<file path="config.mk">
export PLATFORM = sky130hd
export DESIGN_NAME = uart_rx
export DESIGN_NICKNAME = d
export VERILOG_FILES = /design/src/rtl/uart_pkg.sv /design/src/rtl/sync_2ff.sv /design/src/rtl/uart_rx.sv
export SDC_FILE = /design/constraint.sdc
export NUM_CORES = 1
export LEC_CHECK = 0
export BUFFER_PORTS_ARGS = -buffer_cell sky130_fd_sc_hd__buf_2
export CORE_AREA = 2 2 55 62
export DETAILED_ROUTE_END_ITERATION = 8
export DIE_AREA = 0 0 57 64
export PLACE_DENSITY = 0.7
export SLEW_MARGIN = 20
export SYNTH_ARGS = -nofsm -noshare
export SYNTH_HDL_FRONTEND = slang
export SYNTH_SLANG_ARGS = --single-unit
export TNS_END_PERCENT = 50
</file>
<file path="constraint.sdc">
create_clock -name clk -period 1.8 [get_ports clk]
set_input_delay 0.36 -clock clk [delete_from_list [all_inputs] [get_ports clk]]
set_output_delay 0.36 -clock clk [all_outputs]
set_load 0.05 [all_outputs]
</file>
<file path="src/rtl/uart_pkg.sv">
// Shared UART definitions: receiver/transmitter state encoding and oversampling constants.
package uart_pkg;

  typedef enum logic [1:0] {
    IDLE  = 2'd0,
    START = 2'd1,
    DATA  = 2'd2,
    STOP  = 2'd3
  } rx_state_t;

  localparam int unsigned OVERSAMPLE = 16;
  localparam int unsigned MID_TICK   = 7;
  // Tick counter width; must hold the longest stop period (2 stop bits = 32 ticks).
  localparam int unsigned S_W        = 5;

endpackage : uart_pkg

</file>
<file path="src/rtl/sync_2ff.sv">
// Generic two-flop single-bit synchroniser with a selectable reset value.
module sync_2ff #(
  parameter logic RST_VAL = 1'b0
) (
  input  logic clk,
  input  logic rst_n,
  input  logic d,
  output logic q
);

  logic meta;

  always_ff @(posedge clk or negedge rst_n) begin
    if (!rst_n) begin
      meta <= RST_VAL;
      q    <= RST_VAL;
    end else begin
      meta <= d;
      q    <= meta;
    end
  end

endmodule : sync_2ff

</file>
<file path="src/rtl/uart_rx.sv">
// UART receiver: 16x oversampled start detection, mid-bit data sampling (LSB first),
// stop-bit check, and a one-clock completion pulse with framing-error flag.
module uart_rx
  import uart_pkg::*;
#(
  parameter int unsigned DBIT    = 8,
  parameter int unsigned SB_TICK = 16
) (
  input  logic            clk,
  input  logic            rst_n,
  input  logic            s_tick,
  input  logic            rx,
  output logic [DBIT-1:0] dout,
  output logic            rx_done_tick,
  output logic            frame_err,
  output logic            busy
);

  localparam int unsigned NW = $clog2(DBIT);

  rx_state_t       state;
  logic [S_W-1:0]  s;
  logic [NW-1:0]   n;
  logic [DBIT-1:0] shreg;
  logic            rx_sync;

  sync_2ff #(
    .RST_VAL(1'b1)
  ) u_rx_sync (
    .clk  (clk),
    .rst_n(rst_n),
    .d    (rx),
    .q    (rx_sync)
  );

  // busy is updated alongside every state change so it always equals (state != IDLE).
  always_ff @(posedge clk or negedge rst_n) begin
    if (!rst_n) begin
      state        <= IDLE;
      s            <= '0;
      n            <= '0;
      shreg        <= '0;
      dout         <= '0;
      rx_done_tick <= 1'b0;
      frame_err    <= 1'b0;
      busy         <= 1'b0;
    end else begin
      rx_done_tick <= 1'b0;
      case (state)
        IDLE: begin
          if (!rx_sync) begin
            state <= START;
            s     <= '0;
            busy  <= 1'b1;
          end
        end

        START: begin
          if (s_tick) begin
            if (s == S_W'(MID_TICK)) begin
              if (!rx_sync) begin
                state <= DATA;
                s     <= '0;
                n     <= '0;
              end else begin
                state <= IDLE;
                busy  <= 1'b0;
              end
            end else begin
              s <= s + S_W'(1);
            end
          end
        end

        DATA: begin
          if (s_tick) begin
            if (s == S_W'(OVERSAMPLE - 1)) begin
              s     <= '0;
              shreg <= {rx_sync, shreg[DBIT-1:1]};
              if (n == NW'(DBIT - 1)) begin
                state <= STOP;
              end else begin
                n <= n + NW'(1);
              end
            end else begin
              s <= s + S_W'(1);
            end
          end
        end

        STOP: begin
          if (s_tick) begin
            if (s == S_W'(SB_TICK - 1)) begin
              state        <= IDLE;
              busy         <= 1'b0;
              dout         <= shreg;
              frame_err    <= ~rx_sync;
              rx_done_tick <= 1'b1;
            end else begin
              s <= s + S_W'(1);
            end
          end
        end

        default: begin
          state <= IDLE;
          busy  <= 1'b0;
        end
      endcase
    end
  end

endmodule : uart_rx

</file>
# == Word-level counts from Yosys, hierarchy flattened ==
# Index checks and enable logic that the tools add are counted.
# totals
ff_bits,31
latch_bits,0
ramBits,0
mem_bits_ro,0
inputBits,4
out_inout_bits,11
n_memories,0
# op_classes
addsub,2
n_mul,0
div,0
magnitude_cmp,0
eq_ne,18
shifts,0
mux,35
bitwise_logic,1
reduce_logical,9
# ops
op,count
2-to-1 mux 5 bit,7
inequality test 2 bit (second input constant),11
one-hot mux 5 bit (4 select lines),1
2-to-1 mux 2 bit,9
2-to-1 mux 3 bit,6
AND reduction 7 bit,2
2-to-1 mux 1 bit,9
one-hot mux 2 bit (4 select lines),1
AND reduction 8 bit,1
one-hot mux 3 bit (2 select lines),1
AND reduction 3 bit,2
adder 5 x 1 -> 5 bit (second input constant),1
equality test 5 x 3 -> 1 bit (second input constant),1
equality test 5 x 4 -> 1 bit (second input constant),1
equality test 2 bit (second input constant),2
AND reduction 4 bit,1
adder 3 x 1 -> 3 bit (second input constant),1
equality test 3 bit (second input constant),1
one-hot mux 1 bit (3 select lines),1
nonzero test 3 bit,1
equality test 2 x 1 -> 1 bit (second input constant),1
zero test 2 bit,1
inequality test 2 x 1 -> 1 bit (second input constant),1
nonzero test 2 bit,1
NOT 1 bit,1

# == Depth between registers and ports, before layout ==
# logic_depth
depth_word,5
mapped_depth,7

# == Hierarchy ==
# A second synthesis with hierarchy kept.
# unflattened
hier_cells,119
hier_area_um2,1467.7
# by_module_without_submodules
mod,n_inst,cells_per_inst,area_per_inst_um2,seq_area_each_um2
uart_rx,1,117,1415.1,725.7
sync_2ff,1,2,52.6,52.6

# == Least setup slack after synthesis ==
# Ideal clock, no wire load.
# synth_path
kind,flip-flop to flip-flop
startpoint,register s[0]
endpoint,register shreg[0]
setup_time_ps,125
arrival_time_ps,1561
required_ps,1675
slack_ps,114
stages_incl_launch_ff,7
n_path_buf,2
synth_period_minus_slack_ps,1686
cell_sequence,dfrtp_1 > ha_1 > and4b_1 > buf_6 > and3_4 > buf_6 > mux2_2
# synth_between
elab_chain_len,2
# synth_rtl
item,line,text
from (decl),uart_rx.sv:22,logic [S_W-1:0] s;
from (signal assigned),uart_rx.sv:70,s <= s + S_W'(1);
from (signal assigned),uart_rx.sv:86,s <= s + S_W'(1);
from (signal assigned),uart_rx.sv:100,s <= s + S_W'(1);
equality test 5 x 4 -> 1 bit,uart_rx.sv:77,if (s == S_W'(OVERSAMPLE - 1)) begin
AND reduction 3 bit (no line),--,
to (signal assigned),uart_rx.sv:79,"shreg <= {rx_sync, shreg[DBIT-1:1]};"
to (decl),uart_rx.sv:24,logic [DBIT-1:0] shreg;
# No other way between the ends.
# A chain may end at the register's enable or synchronous reset.

# == Worst setup path in the final report ==
# layout_path
startpoint,register s[0]
endpoint,register s[3]
# layout_between
elab_chain_len,4
word_cells_on_any_way,12
cone_classes,1 x add/sub; 3 x eq/ne; 7 x mux; 1 x reduce/logical
# layout_rtl
item,line,text
adder 5 x 1 -> 5 bit (tied with other cells),"uart_rx.sv:70, uart_rx.sv:86, uart_rx.sv:100",
"2-to-1 mux 5 bit, on equally long branches","uart_rx.sv:93, uart_rx.sv:60, uart_rx.sv:77",
"2-to-1 mux 5 bit, on equally long branches","uart_rx.sv:92, uart_rx.sv:59, uart_rx.sv:76",
one-hot mux 5 bit (4 select lines),uart_rx.sv:49,case (state)
# Parallel ways exist; a longest one is shown, timed or not. The select of a mux whose other input is x is not followed.

==> results.sh <==
export IMPL_grt_pass1_vias=936
export IMPL_drv_slew=0
export IMPL_startpoint="s[0]"
export IMPL_timing_fmax_ghz=0.5901
export IMPL_wl_um=2377
export IMPL_synth_ff_type="dfrtp_1"
export IMPL_cp_start_kind="flop"
export IMPL_post_place_ws_ns=0.09778
export IMPL_p_total_mw=2.075
export IMPL_intPower_mw=1.338
export IMPL_drt_iter0_drc=37
export IMPL_drc=0
export IMPL_wl_per_cell_um=14.32
export IMPL_core_area_um2=2995
export IMPL_synth_edf_count=0
export IMPL_yosysSeqAreaShare_pct=53.21
export IMPL_synth_cell_type_count=37
export IMPL_cts_sinks=31
export IMPL_top_layer="met4"
export IMPL_ys_top_cells_by_count="dfrtp_1, mux2_2, inv_1"
export IMPL_leakage_nw=0.8237
export IMPL_area_growth_syn_to_layout_pct=11.63
export IMPL_die_h_um=64
export IMPL_path_max_fanout=6
export IMPL_routed_wl_met3_um=123
export IMPL_ys_seq_elements=31
export IMPL_rrSetupSlack_ns=0.11
export IMPL_p_switching_uw=736.3
export IMPL_fin_crit_sh_pct=94.14
export IMPL_final_setup_tns_ns=0
export IMPL_clockRootBuffer="clkbuf_4"
export IMPL_relSlewSlack_pct=56.76
export IMPL_grt_pass1_wl_um=4264
export IMPL_met1_length_um=1074
export IMPL_clkTransAtPathRegs_ns=0.09
export IMPL_synth_most_common_cell="dfrtp_1"
export IMPL_die_x_um=57
export IMPL_crit_end="s[3]"
export IMPL_critPathMaxStageDelay_ns=0.42
export IMPL_cts_setup_buffers=0
export IMPL_worstRegToRegCells=6
export IMPL_vias_per_cell=5.741
export IMPL_rsz0062_at_grt="no"
export IMPL_powerDensity_nw_per_um2=1271
export IMPL_fin_nets=139
export IMPL_yosys_warnings=0
export IMPL_firstDrtPassIters=4
export IMPL_antenna_found_initial=0
export IMPL_via_count=953
export IMPL_holdWs_ns=0.04098
export IMPL_worst_slack_ns=0.1055
export IMPL_finalClockSkew_ns=0.008238
export IMPL_hp_class="in -> async"
export IMPL_seqPwrFrac_pct=45.1
export IMPL_initial_core_util_pct=48.83
export IMPL_synth_nets=119
export IMPL_ys_top_cells_by_area="dfrtp_1, mux2_2, dfstp_2, ha_1, a22o_1"
export IMPL_switching_share_pct=35.49
export IMPL_timing_rr_end="s[3]"
export IMPL_combPwrFrac_pct=32.9
export IMPL_grtUsageTotal_pct=15.77
export IMPL_dpl_hpwl_um=1657
export IMPL_postSynthCellCount=111
export IMPL_antennaDiodeCount=0
export IMPL_htree_levels=2
export IMPL_gp_congestion=0.8590
export IMPL_synth_top_area_share_pct=49.62
export IMPL_cp_cell_sequence="ha_1 -> buf_4 -> and4b_1 -> o22ai_1 -> a41oi_1 -> a31oi_1"
export IMPL_ir_drop_v=0.0008353
export IMPL_io_buffers=14
export IMPL_cts_buffer_depth=2
export IMPL_rr_startpoint="s[0]"
export IMPL_min_period_ns=1.695
export IMPL_fp_dieArea_um2=3648
export IMPL_critical_path_class="reg -> reg"
export IMPL_finalSetupViolations=0
export IMPL_cts_buffers=5
export IMPL_ios=15
export IMPL_end_kind="flop"
export IMPL_cap_violations=0
export IMPL_async_reset_ff_share_pct=100.0
export IMPL_grt_remaining_overflow=0
export IMPL_antenna_left=0
export IMPL_insertion_delay_ns=0.33
export IMPL_drive_above_1_share_pct=40.15
export IMPL_syn_area_um2=1463
export IMPL_yosysTopAreaCell="dfrtp_1"
export IMPL_rows=21
export IMPL_cp_arrival_ns=1.94
export IMPL_critPathRequiredTime_ns=2.05
export IMPL_status="completed"
export IMPL_grt_max_degree=32
export IMPL_cp_slowest_cell="dfrtp_1"
export IMPL_final_hold_violation_count=0
export IMPL_cts_tree="built"
export IMPL_clkPwrFrac_pct=22.0
export IMPL_wl_met2_um=1117
export IMPL_worst_slew_pin_slew_ns=0.6485
export IMPL_finish_utilization_pct=54.51
export IMPL_syn_mean_instance_area_um2=13.18
==> per-layer routing <==
layer	global-route usage, %	up-vias
li1	-	457
met1	18.92	468
met2	24.57	21
met3	6.073	7
met4	7.849	0
met5	0	-
==> repair_timing <==
| action | in CTS | in global routing |
|---|---|---|
| hold buffers | 0 | 0 |
| resized for setup | 0 | 1 |
| endpoints found under the setup margin | 0 | 4 |
==> worst min-delay path by stage <==
stage / start / slack, ns / to
global placement: u_rx_sync.meta / 0.35 / u_rx_sync.q
global route: rx / 0.08 / u_rx_sync.meta
detailed placement: u_rx_sync.meta / 0.35 / u_rx_sync.q
CTS: rst_n / 0.06 / state[0]
finish: rst_n / 0.04 / state[0]
floorplan: rst_n / 0.06 / asynchronous set/reset pin
==> per-stage QoR <==
| step | cell area [um2] | instances |
|---|---|---|
| 4_1_cts | 1632 | 166 |
| 6_report | 1633 | 166 |
| 2_1_floorplan | 1463 | 111 |
| 3_5_place_dp | 1563 | 158 |
| 3_3_place_gp | 1563 | 158 |
| 5_1_grt | 1633 | 166 |
==> layout by cell type, fill, tap and decap left out, types with 3 or more instances in the layout <==
cell type	instances
nand3_1	3
buf_4	5
o22ai_1	3
mux2_2	18
nor2b_1	3
a22o_1	3
ha_1	4
inv_1	5
buf_2	14
a31oi_1	3
clkbuf_4	5
dfrtp_1	29
==> power groups by stage <==
| stage | clock network [mW] | registers (mW) | logic, mW |
|---|---|---|---|
| 4_1_cts | 0.481 | 0.935 | 0.685 |
| 6_report | 0.456 | 0.936 | 0.682 |
| 3_5_place_dp | 0 | 0.950 | 0.681 |
| 3_3_place_gp | 0 | 0.944 | 0.663 |
| 5_1_grt | 0.523 | 0.955 | 0.754 |
| 2_1_floorplan | 0 | 0.930 | 0.552 |
==> critical path, delay by kind of cell, from the launching register on <==
kind                       cells  cell delay, ns
buffers and inverters          1            0.16
adders and majority gates      1            0.22
AOI/OAI and AO/OA              3            0.65
DFF                            1            0.42
and+or+nand+nor                1            0.18
==> logic make-up (layout without fill, tap and decap cells) <==
logic type | count (synthesis) | after routing | share of synthesized area [%]
DFF | 31 | 31 | 53.21
and+or+nand+nor | 23 | 23 | 12.06
AOI/OAI and AO/OA | 21 | 21 | 10.61
muxes | 21 | 21 | 16.00
buffers and inverters | 11 | 32 | 4.704
adders and majority gates | 4 | 4 | 3.422
==> cell type report <==
class / instances / area, um2
tap: 34 / 42.54
inverter: 5 / 18.77
clock buffer: 8 / 68.82
timing repair buffer: 19 / 107.6
fill: 266 / 1363
multi-input combinational: 69 / 616.8
sequential: 31 / 778.2
==> registers in the layout (all words and copies together) (netlist names), named ones only <==
name            count
rx_done_tick        1
dout                8
busy                1
state               1
n                   3
s                   5
u_rx_sync.meta      1
shreg               8
frame_err           1
u_rx_sync.q         1
Power figures use the tool's default switching activity.
